File: src/rtl/instruction_loader_if.sv
// Host byte stream and instruction-memory write port seen by the loader.
// The loader takes the slave side; the host/memory side takes master.
interface instruction_loader_if #(
    parameter int PC_WIDTH          = 9,
    parameter int INSTRUCTION_WIDTH = 16
);
    logic                         byte_valid_i;
    logic [7:0]                   byte_i;
    logic                         byte_ready_o;
    logic                         mem_we_o;
    logic [PC_WIDTH-1:0]          mem_addr_o;
    logic [INSTRUCTION_WIDTH-1:0] mem_wdata_o;

    modport master (
        output byte_valid_i, byte_i,
        input  byte_ready_o, mem_we_o, mem_addr_o, mem_wdata_o
    );

    modport slave (
        input  byte_valid_i, byte_i,
        output byte_ready_o, mem_we_o, mem_addr_o, mem_wdata_o
    );
endinterface

File: src/rtl/instruction_loader.sv
// Assembles little-endian byte pairs into 16-bit instructions, validates the
// encoding and writes good words sequentially into instruction memory.
module instruction_loader #(
    parameter int PC_WIDTH          = 9,
    parameter int INSTRUCTION_WIDTH = 16
) (
    input  logic                    clk,
    input  logic                    rst_n,
    input  logic                    start_i,
    input  logic                    abort_i,
    input  logic [PC_WIDTH:0]       length_i,
    instruction_loader_if.slave     bus,
    output logic                    busy_o,
    output logic                    done_o,
    output logic                    error_o,
    output logic [1:0]              error_code_o,
    output logic [PC_WIDTH:0]       count_o
);
    typedef enum logic [2:0] {S_IDLE, S_LOW, S_HIGH, S_WRITE, S_DONE} state_t;

    localparam logic [2:0] T_ACCEPT    = 3'd0;
    localparam logic [2:0] T_SPLIT     = 3'd1;
    localparam logic [2:0] T_MATCH     = 3'd2;
    localparam logic [2:0] T_JMP       = 3'd3;
    localparam logic [2:0] T_END       = 3'd4;
    localparam logic [2:0] T_MATCH_ANY = 3'd5;
    localparam logic [2:0] T_ACC_PART  = 3'd6;
    localparam logic [2:0] T_NOT_MATCH = 3'd7;

    localparam logic [PC_WIDTH:0] MAX_LEN = {1'b1, {PC_WIDTH{1'b0}}};

    state_t                       state_q, state_d;
    logic [INSTRUCTION_WIDTH-1:0] word_q, word_d;
    logic [PC_WIDTH:0]            len_q, len_d;
    logic [PC_WIDTH:0]            count_q, count_d;
    logic                         error_q, error_d;
    logic [1:0]                   code_q, code_d;
    logic [INSTRUCTION_WIDTH-1:0] hi_word;
    logic [1:0]                   chk_code;

    // Word as it would be once the current high byte is accepted.
    always_comb begin
        hi_word  = {bus.byte_i, word_q[7:0]};
        chk_code = 2'd0;
        case (hi_word[15:13])
            T_SPLIT, T_JMP:
                if (32'(hi_word[12:0]) >= 32'(len_q)) chk_code = 2'd1;
            T_MATCH, T_NOT_MATCH, T_MATCH_ANY:
                if (hi_word[12:8] != 5'd0) chk_code = 2'd2;
            T_ACCEPT, T_ACC_PART, T_END:
                if (hi_word[12:0] != 13'd0) chk_code = 2'd2;
            default: chk_code = 2'd0;
        endcase
    end

    always_comb begin
        state_d = state_q;
        word_d  = word_q;
        len_d   = len_q;
        count_d = count_q;
        error_d = error_q;
        code_d  = code_q;
        if (abort_i && state_q != S_IDLE) begin
            state_d = S_IDLE;
        end else begin
            case (state_q)
                S_IDLE: if (start_i) begin
                    count_d = '0;
                    error_d = 1'b0;
                    code_d  = 2'd0;
                    if (length_i != '0 && length_i <= MAX_LEN) begin
                        len_d   = length_i;
                        state_d = S_LOW;
                    end else begin
                        error_d = 1'b1;
                        code_d  = 2'd3;
                        state_d = S_DONE;
                    end
                end
                S_LOW: if (bus.byte_valid_i) begin
                    word_d[7:0] = bus.byte_i;
                    state_d     = S_HIGH;
                end
                S_HIGH: if (bus.byte_valid_i) begin
                    // A failing word is dropped before it ever reaches WRITE.
                    if (chk_code != 2'd0) begin
                        error_d = 1'b1;
                        code_d  = chk_code;
                        state_d = S_DONE;
                    end else begin
                        word_d  = hi_word;
                        state_d = S_WRITE;
                    end
                end
                S_WRITE: begin
                    count_d = count_q + 1'b1;
                    state_d = (count_d == len_q) ? S_DONE : S_LOW;
                end
                S_DONE:  state_d = S_IDLE;
                default: state_d = S_IDLE;
            endcase
        end
    end

    always_ff @(posedge clk or negedge rst_n) begin
        if (!rst_n) begin
            state_q <= S_IDLE;
            word_q  <= '0;
            len_q   <= '0;
            count_q <= '0;
            error_q <= 1'b0;
            code_q  <= 2'd0;
        end else begin
            state_q <= state_d;
            word_q  <= word_d;
            len_q   <= len_d;
            count_q <= count_d;
            error_q <= error_d;
            code_q  <= code_d;
        end
    end

    // abort_i gates the strobes so a cancelled cycle neither writes nor signals done.
    assign bus.byte_ready_o = (state_q == S_LOW) || (state_q == S_HIGH);
    assign bus.mem_we_o     = (state_q == S_WRITE) && !abort_i;
    assign bus.mem_addr_o   = count_q[PC_WIDTH-1:0];
    assign bus.mem_wdata_o  = word_q;
    assign busy_o           = (state_q != S_IDLE);
    assign done_o           = (state_q == S_DONE) && !abort_i;
    assign error_o          = error_q;
    assign error_code_o     = code_q;
    assign count_o          = count_q;
endmodule

File: src/flat_wrapper.sv
// flat-port wrapper written by rule: the top's interface ports become plain ports
module instruction_loader_flat 
#(
    parameter int PC_WIDTH          = 9,
    parameter int INSTRUCTION_WIDTH = 16
)
  (clk, rst_n, start_i, abort_i, length_i, busy_o, done_o, error_o, error_code_o, count_o, bus_byte_valid_i, bus_byte_i, bus_byte_ready_o, bus_mem_we_o, bus_mem_addr_o, bus_mem_wdata_o);
  instruction_loader_if #(.PC_WIDTH(PC_WIDTH), .INSTRUCTION_WIDTH(INSTRUCTION_WIDTH)) bus_i ();
  input  logic clk;
  input  logic rst_n;
  input  logic start_i;
  input  logic abort_i;
  input  logic [PC_WIDTH:0] length_i;
  output logic busy_o;
  output logic done_o;
  output logic error_o;
  output logic [1:0] error_code_o;
  output logic [PC_WIDTH:0] count_o;
  input wire logic [$bits(bus_i.byte_valid_i)-1:0] bus_byte_valid_i;
  input wire logic [$bits(bus_i.byte_i)-1:0] bus_byte_i;
  output wire logic [$bits(bus_i.byte_ready_o)-1:0] bus_byte_ready_o;
  output wire logic [$bits(bus_i.mem_we_o)-1:0] bus_mem_we_o;
  output wire logic [$bits(bus_i.mem_addr_o)-1:0] bus_mem_addr_o;
  output wire logic [$bits(bus_i.mem_wdata_o)-1:0] bus_mem_wdata_o;
  assign bus_i.byte_valid_i = bus_byte_valid_i;
  assign bus_i.byte_i = bus_byte_i;
  assign bus_byte_ready_o = bus_i.byte_ready_o;
  assign bus_mem_we_o = bus_i.mem_we_o;
  assign bus_mem_addr_o = bus_i.mem_addr_o;
  assign bus_mem_wdata_o = bus_i.mem_wdata_o;
  instruction_loader #(.PC_WIDTH(PC_WIDTH), .INSTRUCTION_WIDTH(INSTRUCTION_WIDTH)) u_core (.clk(clk), .rst_n(rst_n), .start_i(start_i), .abort_i(abort_i), .length_i(length_i), .bus(bus_i), .busy_o(busy_o), .done_o(done_o), .error_o(error_o), .error_code_o(error_code_o), .count_o(count_o));
endmodule
File: config.mk
export PLATFORM = sky130hd
export DESIGN_NAME = instruction_loader_flat
export DESIGN_NICKNAME = d
export VERILOG_FILES = /design/src/rtl/instruction_loader_if.sv /design/src/rtl/instruction_loader.sv /design/src/flat_wrapper.sv
export SDC_FILE = /design/constraint.sdc
export NUM_CORES = 1
export LEC_CHECK = 0
export ABC_AREA = 0
export BUFFER_PORTS_ARGS = -buffer_cell sky130_fd_sc_hd__buf_2
export CAP_MARGIN = 5
export CORE_MARGIN = 4
export CORE_UTILIZATION = 48
export DETAILED_ROUTE_END_ITERATION = 16
export PLACE_DENSITY = 0.8
export SLEW_MARGIN = 20
export SYNTH_ARGS = -nofsm -noshare
export SYNTH_HDL_FRONTEND = slang
export SYNTH_SLANG_ARGS = --single-unit
File: constraint.sdc
create_clock -name clk -period 2.6 [get_ports clk]
set_clock_uncertainty 0.15 [all_clocks]
set_input_delay 0.26 -clock clk [delete_from_list [all_inputs] [get_ports clk]]
set_output_delay 0.26 -clock clk [all_outputs]
set_load 0.01 [all_outputs]
== Word-level counts from Yosys, hierarchy flattened ==
Index checks and enable logic that the tools add are counted.
Word-level totals
  register bits after elaboration: 42
  output and inout port bits: 42
  input port bits: 23
  word-level logic and storage cells: 82
Operators by class
  $lt $le $gt $ge: 2
  multiplexer cells: 27
  add/sub/neg operators: 1
  equality and inequality tests: 18
  bitwise gates (word level): 3
  reductions and logical operators: 24
Operators with widths (count)
  two-way mux 3 bit: 7
  case mux 10 bit (2 select lines): 1
  two-way mux 8 bit: 2
  case mux 8 bit (2 select lines): 1
  equality test 3 bit (second input constant): 5
  greater-or-equal comparator 13 x 10 -> 1 bit: 1
  nonzero test 13 bit: 1
  equality test 3 x 2 -> 1 bit (second input constant): 4
  two-way mux 2 bit: 6
  case mux 3 bit (4 select lines): 1
  AND reduction 4 bit: 3
  adder 10 x 1 -> 10 bit (second input constant): 1
  equality test 10 bit: 1
  <= comparator 10 bit (second input constant): 1
  two-way mux 10 bit: 1
  nonzero test 10 bit: 1
  inequality test 3 x 2 -> 1 bit (second input constant): 3
  equality test 3 x 1 -> 1 bit (second input constant): 2
  logical NOT 3 bit: 2
  case mux 2 bit (3 select lines): 1
  AND reduction 3 bit: 2
  nonzero test 2 bit: 3
  OR reduction 3 bit: 2
  two-way mux 1 bit: 5
  other kinds (12): 18

== Longest topological paths before layout ==
Gate-level depths: netlist of run 1.
  depth in word-level cells: 8
  gate-level depth with buffers: 9
  mapped depth without buffers: 8

== Least setup slack after synthesis of run 1 ==
No wires, ideal clock.
  path type: reg-to-reg
  start point: register u_core.word_q[7], in the netlist u_core.bus.mem_wdata_o[7]
  end point: register u_core.word_q[13], in the netlist u_core.bus.mem_wdata_o[13]
  arrival time: 2.245 ns
  cell stages (with the launch flop): 9
  library setup time: 0.125 ns
  path slack: 0.080 ns
  data required time: 2.325 ns
  buffers on the path: 1
  cell sequence: dfrtp_1 -> ha_1 -> and4_1 -> a221o_1 -> a211oi_2 -> o21ai_2 -> or2_1 -> buf_6 -> mux2_4
Between the ends
  longest elaborated chain between the ends: 6
Ends and longest elaborated chain
  start: declaration: line instruction_loader.sv:33  | logic [INSTRUCTION_WIDTH-1:0] word_q, word_d;
  start signal: assignment: line instruction_loader.sv:115  | word_q <= word_d;
  greater-or-equal comparator 13 x 10 -> 1 bit or nonzero test 13 bit (tied branches): line instruction_loader.sv:47, instruction_loader.sv:51
  two-way mux 1 bit or two-way mux 2 bit (tied branches): line instruction_loader.sv:47, instruction_loader.sv:51
  case mux 2 bit (3 select lines) (*): line instruction_loader.sv:45  | case (hi_word[15:13])
  nonzero test 2 bit (*): line instruction_loader.sv:86  | if (chk_code != 2'd0) begin
  NOT 1 bit (no line) (*)
  AND reduction 4 bit (no line) (*)
Mark *: on every way between the ends. The rest lies on a longest branch, timed or not.
A chain may end at the register's enable or synchronous reset.

== Worst setup path in the final report of run 1 ==
  start point: register u_core.word_q[7], in the netlist u_core.bus.mem_wdata_o[7]
  end point: register u_core.word_q[8], in the netlist u_core.bus.mem_wdata_o[8]
Same word-level chain as after synthesis.

==> flow_metrics.tcl, run 1 <==
set metrics [dict create \
    outcome "finished, final reports clean" \
    regArea_mm2 0.00105 \
    fin_setup_tns_ns 0 \
    post-route-drc-count 0 \
    antennaDiodeCount 0 \
    powerDensity_mw_per_mm2 743 \
    drv_cap 0 \
    ys_seq_elements 42 \
    cts_tree "built" \
    place_area_mm2 0.00290 \
    drtIter0Drc 132 \
    setup_viol 0 \
    clock_latency_ns 0.30 \
    syn_avg_cell_area_um2 9.69 \
    critPathArrivalTime_ns 2.50 \
    route.met2.wl_um 2700 \
    wl_per_cell_um 14.2 \
    core_mm2 0.00507 \
    ys_seq_area_frac 0.420 \
    clockBufferDepth 2 \
    synth_cell_types 48 \
    crit_required_ns 2.63 \
    crit_fanout 8 \
    yosys_warnings 0 \
    clock-root-buffer "clkbuf_8" \
    grt-ovfl-total 0 \
    drive_gt1_frac 0.361 \
    nets 360 \
    htree_levels 2 \
    mostFrequentLayoutCells "64 x buf_2, 41 x dfrtp_1, 25 x o21ai_0" \
    rsz0062_at_grt "no" \
    period_needed_ns 2.47 \
    intPower_mw 1.51 \
    synth_edf_count 0 \
    cp-end-kind "flip-flop" \
    slew_headroom 0.375 \
    cts_sinks 42 \
    swShare 0.336 \
    dieArea_mm2 0.00643 \
    utilization 0.601 \
    ioPinCount 65 \
    fp-row-count 26 \
    clockPowerShare 0.224 \
    worst_slack_ns 0.129 \
    critical_path_class "reg2reg" \
    synthesis.nets 292 \
    track_usage 0.188 \
    synth_area_leaders "dfrtp_1 42%, mux2_2 8.1%, ha_1 5.5%" \
    synth-async-reset-ratio 1.00 \
    yosys.area.top_type "dfrtp_1" \
    grt_max_degree 43 \
    die_h_um 80.2 \
    fin_area_mm2 0.00305 \
    initial_core_util 0.493 \
    cts_made_buffers 5 \
    synthToLayoutAreaGrowth_pct 22.1 \
    num_vias 2063 \
    wl_met3_um 241 \
    fin_crit_sh 0.950 \
    grt_pass1_wl_um 9430 \
    peakVddDrop_mv 0.504 \
    hold_viol 0 \
    place_ws_ns -0.0105 \
    seqPwrFrac 0.403 \
    power_frac_comb 0.373 \
    cp-start-kind "flip-flop" \
    netlist_instances 258 \
    worst_slew_pin_slew_ns 0.938 \
    synth_flop_cell "dfrtp_1" \
    n_fill_cell 463 \
    slew_viol_final 0 \
    clkTransAtPathRegs_ns 0.08 \
    routed.top_layer "met4" \
    final_common_cell "buf_2" \
    net-switching-power_mw 0.761 \
    io_buffers 64 \
    wl_um 5650 \
    hpwl_um 4300 \
    gp_congestion 0.902 \
    die_x_um 80.2 \
    synth_top_area_share 0.420 \
    grt_antenna_before_repair 0 \
    syn_area_mm2 0.00250 \
    m1WireLength_um 2640 \
    power.leakage_nw 1.54 \
    multi_input_area_mm2 0.00129 \
    first_pass_iters 4 \
    via_per_inst 5.20 \
    fmaxAchievable_mhz 405 \
    grt_pass1_vias 1966 \
    postRouteAntennaNets 0 \
    holdCritPathClass "in2reg" \
]
-- power by group through the flow --
stage / Clock [mW] / Sequential [mW] / Combinational, mW
floorplan: 0 / 0.958 / 0.455
global placement: 0 / 0.924 / 0.790
detailed placement: 0 / 0.929 / 0.819
CTS: 0.519 / 0.917 / 0.832
global route: 0.550 / 0.931 / 0.948
finish: 0.508 / 0.913 / 0.845
-- synth_stat cells, types with 2 or more instances --
| master | n |
|---|---|
| nand3_1 | 5 |
| xnor2_1 | 7 |
| o31ai_1 | 2 |
| clkbuf_1 | 7 |
| a22o_1 | 2 |
| nor2_1 | 16 |
| a21boi_0 | 2 |
| o21ai_0 | 25 |
| nand2_1 | 21 |
| nor4_1 | 4 |
| a21oi_1 | 13 |
| nor2b_1 | 3 |
| xor2_1 | 6 |
| and3_1 | 3 |
| ha_1 | 11 |
| nand4_1 | 2 |
| a31oi_1 | 3 |
| nand2b_1 | 2 |
| inv_1 | 17 |
| and4_1 | 2 |
| mux2_4 | 4 |
| dfrtp_1 | 42 |
| and2_1 | 3 |
| mux2_2 | 18 |
| buf_4 | 9 |
| nor3_1 | 7 |
-- worst paths after layout --
path | startpoint | endpoint | slack [ns] | cells past startpoint
worst min register to register | u_core.bus.mem_wdata_o[10] | u_core.bus.mem_wdata_o[10] | 0.34 | 1
max in group asynchronous | rst_n | u_core.count_o[1] | 1.17 | 2
worst max-delay path | u_core.bus.mem_wdata_o[7] | u_core.bus.mem_wdata_o[8] | 0.13 | 7
min in group asynchronous | rst_n | u_core.count_o[6] | 0.49 | 2
worst min-delay path | length_i[1] | u_core.len_q[1] | 0.07 | 2
worst max register to register | u_core.bus.mem_wdata_o[7] | u_core.bus.mem_wdata_o[8] | 0.13 | 7
-- logic make-up after synthesis --
group / after synthesis / share of synthesized area
AND/OR/NAND/NOR: 75 / 0.150
AO/OA/AOI/OAI: 58 / 0.144
flip-flops: 42 / 0.420
buffers and inverters: 36 / 0.0711
multiplexers: 22 / 0.105
XOR/XNOR: 14 / 0.0546
adder cells (fa/ha/maj): 11 / 0.0551
-- state kept, by name, indices dropped and copies added, names as in the netlist --
signal,count
u_core.bus.mem_wdata_o,16
u_core.count_o,10
u_core.error_code_o,2
u_core.error_o,1
u_core.len_q,10
u_core.state_q,3
-- worst max-delay path, cell delays in order (launching register included) --
cell	delay, ns
dfrtp_1	0.39
ha_1	0.33
and4_1	0.23
a221o_1	0.31
a211oi_2	0.23
o21ai_2	0.12
or2_4	0.30
mux2_4	0.31
-- cell type report --
class | instances | area share
Clock buffer | 5 | 0.0226
Clock inverter | 3 | 0.0131
Inverter | 18 | 0.0221
Multi-Input combinational cell | 180 | 0.422
Sequential cell | 42 | 0.345
Tap cell | 70 | 0.0287
Timing Repair Buffer | 79 | 0.147
-- routing by layer --
layer	track usage	up-vias
met5	0	-
met4	0.0608	0
met3	0.0336	6
met2	0.300	48
met1	0.257	975
li1	-	1034
-- through the flow --
| step | hold WS, ns | power (mW) | cells |
|---|---|---|---|
| floorplan | -0.186 | 1.41 | 258 |
| global placement | 0.297 | 1.71 | 386 |
| detailed placement | 0.303 | 1.75 | 386 |
| CTS | 0.0593 | 2.27 | 395 |
| global route | 0.0640 | 2.43 | 397 |
| finish | 0.0659 | 2.27 | 397 |
-- what timing repair did --
action	CTS	global route
setup endpoints to repair	4	17
pin swaps	0	3
gates cloned	0	0
hold endpoints to repair	42	0
hold buffers	1	0
resized for setup	1	4
buffers inserted	0	2
Note: power is estimated with default switching activity, not from simulation.
==> run 2: changes to the inputs <==
--- a/config.mk
+++ b/config.mk
@@ -12,6 +12,7 @@
 export CORE_UTILIZATION = 48
 export DETAILED_ROUTE_END_ITERATION = 16
 export PLACE_DENSITY = 0.8
+export REMOVE_ABC_BUFFERS = 1
 export SLEW_MARGIN = 20
 export SYNTH_ARGS = -nofsm -noshare
 export SYNTH_HDL_FRONTEND = slang
==> flow_metrics.tcl, run 2 (same netlist as run 1, synthesis figures left out) <==
set metrics [dict create \
    wl_um 5870 \
    grt_max_degree 43 \
    grt-ovfl-total 0 \
    synthToLayoutAreaGrowth_pct 21.8 \
    utilization 0.600 \
    setup_viol 0 \
    cts_made_buffers 5 \
    worst_slew_pin_slew_ns 0.935 \
    nets 358 \
    reg2reg_depth 8 \
    period_needed_ns 2.50 \
    cp-start-kind "flip-flop" \
    ioPinCount 65 \
    hpwl_um 4450 \
    slowest_stage "dfrtp_1" \
    cp-end-kind "flip-flop" \
    hold_viol 0 \
    htree_levels 2 \
    clockBufferDepth 2 \
    reg2reg_setup_slack_ns 0.1 \
    die_h_um 80.2 \
    grt_antenna_before_repair 0 \
    critPathArrivalTime_ns 2.55 \
    num_vias 2157 \
    gp_congestion 0.864 \
    io_buffers 64 \
    slew_viol_final 0 \
    grt_pass1_wl_um 9780 \
    drive_gt1_frac 0.363 \
    critPathLaunch "u_core.len_q[6]" \
    powerDensity_mw_per_mm2 753 \
    max_stage_delay_ns 0.36 \
    hold_slack_ns 0.0497 \
    clock-root-buffer "clkbuf_8" \
    critical_path_class "reg2reg" \
    power.leakage_nw 1.53 \
    fmaxAchievable_mhz 399 \
    fin_crit_sh 0.963 \
    crit_fanout 8 \
    drv_cap 0 \
    cts_tree "built" \
    post-route-drc-count 0 \
    via_per_inst 5.46 \
    core_mm2 0.00507 \
    clkTransAtPathRegs_ns 0.09 \
    crit_required_ns 2.64 \
    dieArea_mm2 0.00643 \
    drtIter0Drc 111 \
    initial_core_util 0.493 \
    fp-row-count 26 \
    peakVddDrop_mv 0.475 \
    cts_sinks 42 \
    holdCritPathClass "in2reg" \
    antennaDiodeCount 0 \
    final_common_cell "buf_2" \
    r2r-end "u_core.bus.mem_wdata_o[9]" \
    postRouteAntennaNets 0 \
    first_pass_iters 4 \
    mostFrequentLayoutCells "64 x buf_2, 41 x dfrtp_1, 25 x o21ai_0" \
    track_usage 0.197 \
    die_x_um 80.2 \
    clock_latency_ns 0.30 \
    wl_per_cell_um 14.8 \
    hp-start "length_i[1]" \
    grt_pass1_vias 2035 \
    outcome "finished, final reports clean" \
    path_cells "inv_1, ha_1, and4_1, a221o_1, a211oi_2, o21ai_2, or2_4, mux2_4" \
    r2r-start "u_core.len_q[6]" \
    slew_headroom 0.376 \
    endpoint "u_core.bus.mem_wdata_o[9]" \
    largest_reg_flops 16 \
]
==> run 2: cell count changes in the layout (fill, tap and decap cells not counted), sizes merged <==
cell and delta:
buf -2
==> run 2: power by group <==
group,switching [mW],internal [mW]
clock network,0.239,0.283
logic,0.422,0.428
registers,0.126,0.795
total,0.786,1.51
==> run 2: critical path, delay by kind of cell, from the launching register on <==
kind | cells | cell delay, ns
compound gates | 3 | 0.69
simple gates | 2 | 0.52
flops | 1 | 0.36
fa+ha+maj | 1 | 0.31
mux | 1 | 0.31
buf+inv | 1 | 0.06
==> run 2: through the flow <==
step	total power, mW	cell area (um^2)	instances	setup TNS, ns	setup slack (ns)
floorplan	1.41	2390	240	0	0.0741
global placement	1.71	2890	384	0	0.0689
detailed placement	1.76	2890	384	-0.160	-0.0429
CTS	2.29	3010	393	0	0.0184
global route	2.44	3040	395	-0.00000844	-0.00000844
finish	2.29	3040	395	0	0.0951
==> run 2: per-layer routing <==
layer / GRT usage / vias up / wire, um
met5: 0 / - / 0
met4: 0.0828 / 0 / 127
met3: 0.0471 / 13 / 396
met2: 0.311 / 81 / 2840
met1: 0.258 / 1030 / 2500
li1: - / 1033 / -
==> run 2: cell type report <==
type	instances	area (um^2)
repair buffers	77	433
clock buffers	5	68.8
inverters	18	67.6
clock inverters	3	40.0
well taps	70	87.6
flip-flops and latches	42	1050
fillers	444	2030
multi-input cells	180	1290
==> run 2: repair_timing <==
item	CTS	global route
setup buffers	0	2
gates resized for setup	1	6
setup endpoints to repair	4	17
hold endpoints to repair	42	0
hold buffers	1	0
pin swaps	0	3
==> run 2: worst min path at each step <==
stage | to | slack, ns | cells past startpoint
floorplan | u_core.bus.mem_wdata_o[0] | -0.19 | 0
global placement | u_core.bus.mem_wdata_o[2] | 0.29 | 1
detailed placement | u_core.bus.mem_wdata_o[2] | 0.31 | 1
CTS | u_core.len_q[1] | 0.05 | 2
global route | u_core.len_q[1] | 0.05 | 2
finish | u_core.len_q[1] | 0.05 | 2
==> run 3: changes to the inputs <==
--- a/config.mk
+++ b/config.mk
@@ -9,9 +9,9 @@
 export BUFFER_PORTS_ARGS = -buffer_cell sky130_fd_sc_hd__buf_2
 export CAP_MARGIN = 5
 export CORE_MARGIN = 4
-export CORE_UTILIZATION = 48
+export CORE_UTILIZATION = 25
 export DETAILED_ROUTE_END_ITERATION = 16
-export PLACE_DENSITY = 0.8
+export PLACE_DENSITY = 0.49
 export REMOVE_ABC_BUFFERS = 1
 export SLEW_MARGIN = 20
 export SYNTH_ARGS = -nofsm -noshare
==> flow_metrics.tcl, run 3 (same netlist as run 1, synthesis figures left out) <==
set metrics [dict create \
    post-route-drc-count 0 \
    fin_setup_tns_ns 0 \
    grt_pass1_vias 2054 \
    grt-ovfl-total 0 \
    wl_per_cell_um 14.0 \
    slowest_stage "dfrtp_1" \
    power.leakage_nw 1.57 \
    final_common_cell "buf_2" \
    wl_um 6540 \
    antennaDiodeCount 0 \
    cp-start-kind "flip-flop" \
    clock_latency_ns 0.30 \
    hpwl_um 5150 \
    postRouteAntennaNets 0 \
    reg2reg_setup_slack_ns 0.13 \
    critPathLaunch "u_core.bus.mem_wdata_o[7]" \
    hp-start "length_i[1]" \
    critical-path-top-delay-family "compound AO/OA/AOI/OAI gates" \
    post-cts-setup-buffers 0 \
    peakVddDrop_mv 0.222 \
    powerDensity_mw_per_mm2 731 \
    clkTransAtPathRegs_ns 0.09 \
    outcome "finished, final reports clean" \
    max_stage_delay_ns 0.39 \
    htree_levels 2 \
    setup_viol 0 \
    drv_cap 0 \
    fin_crit_sh 0.949 \
    io_buffers 64 \
    period_needed_ns 2.47 \
    holdCritPathClass "in2reg" \
    critPathArrivalTime_ns 2.51 \
    fmaxAchievable_mhz 405 \
    drtIter0Drc 63 \
    clock-root-buffer "clkbuf_8" \
    ioPinCount 65 \
    die_h_um 108 \
    fin_cells 466 \
    n_fill_cell 1021 \
    die_x_um 108 \
    r2r-start "u_core.bus.mem_wdata_o[7]" \
    dieArea_mm2 0.0117 \
    cp-end-kind "flip-flop" \
    gp_congestion 0.766 \
    cts_tree "built" \
    core_mm2 0.00977 \
    crit_buf_inv 0 \
    mostFrequentLayoutCells "63 x buf_2, 42 x dfrtp_1, 25 x o21ai_0" \
    largest_reg_flops 16 \
    track_usage 0.117 \
    slew_viol_final 0 \
    grt_antenna_before_repair 0 \
    fp-row-count 36 \
    grt_pass1_wl_um 10700 \
    path_cells "ha_1, and4_1, a221o_1, a211oi_2, o21ai_2, or2_4, mux2_4" \
    cts_sinks 42 \
    hold_slack_ns 0.0631 \
    via_per_inst 4.47 \
    first_pass_iters 4 \
    slew_headroom 0.622 \
    synthToLayoutAreaGrowth_pct 26.9 \
    place_inst 457 \
    critical_path_class "reg2reg" \
    clockBufferDepth 2 \
    drive_gt1_frac 0.363 \
    worst_slew_pin_slew_ns 0.567 \
    hold_viol 0 \
    nets 366 \
    initial_core_util 0.256 \
    num_vias 2083 \
    rsz0062_at_grt "no" \
    crit_required_ns 2.64 \
    grt_max_degree 43 \
    cts_made_buffers 5 \
    crit_fanout 8 \
]
-- run 3: per-stage QoR --
step	power [mW]	utilization	cell area (um^2)	setup slack, ns
floorplan	1.41	-	2390	0.0741
detailed placement	1.80	0.311	3040	-0.00827
CTS	2.36	0.323	3150	0.0682
global route	2.51	0.325	3170	0.00116
global placement	1.79	0.311	3040	0.0565
finish	2.32	0.325	3170	0.132
-- run 3: path summary, 6_finish.rpt --
| path | end | depth (start not counted) |
|---|---|---|
| min in group asynchronous | u_core.state_q[2] | 2 |
| max reg2reg | u_core.bus.mem_wdata_o[8] | 7 |
| max | u_core.bus.mem_wdata_o[8] | 7 |
| max in group asynchronous | u_core.count_o[2] | 2 |
| min reg2reg | u_core.bus.mem_wdata_o[11] | 1 |
| min | u_core.len_q[1] | 2 |
-- run 3: layer usage --
metal	share of wire	track usage
met1	0.46	0.157
met4	0.010	0.0298
met3	0.057	0.0310
met2	0.47	0.187
met5	0	0
-- run 3: where the power goes --
| part | internal [mW] | switching (mW) | leakage (nW) |
|---|---|---|---|
| combinational | 0.448 | 0.420 | 0.976 |
| sequential | 0.795 | 0.114 | 0.539 |
| clock | 0.288 | 0.254 | 0.0585 |
| total | 1.53 | 0.787 | 1.57 |
-- run 3: repair_timing --
item	4_1_cts	5_1_grt
hold buffers	0	1
gates resized for setup	1	1
setup endpoints to repair	4	14
endpoints found under the hold margin	0	42
pin swaps	0	1
-- run 3: layout make-up --
type                    instances  area [um^2]  share of cell area
inverters                      18         67.6              0.0213
flip-flops and latches         42         1050               0.331
clock inverters                 3         43.8              0.0138
clock buffers                   5         68.8              0.0217
well taps                     133          166              0.0524
repair buffers                 85          495               0.156
multi-input cells             180         1280               0.403
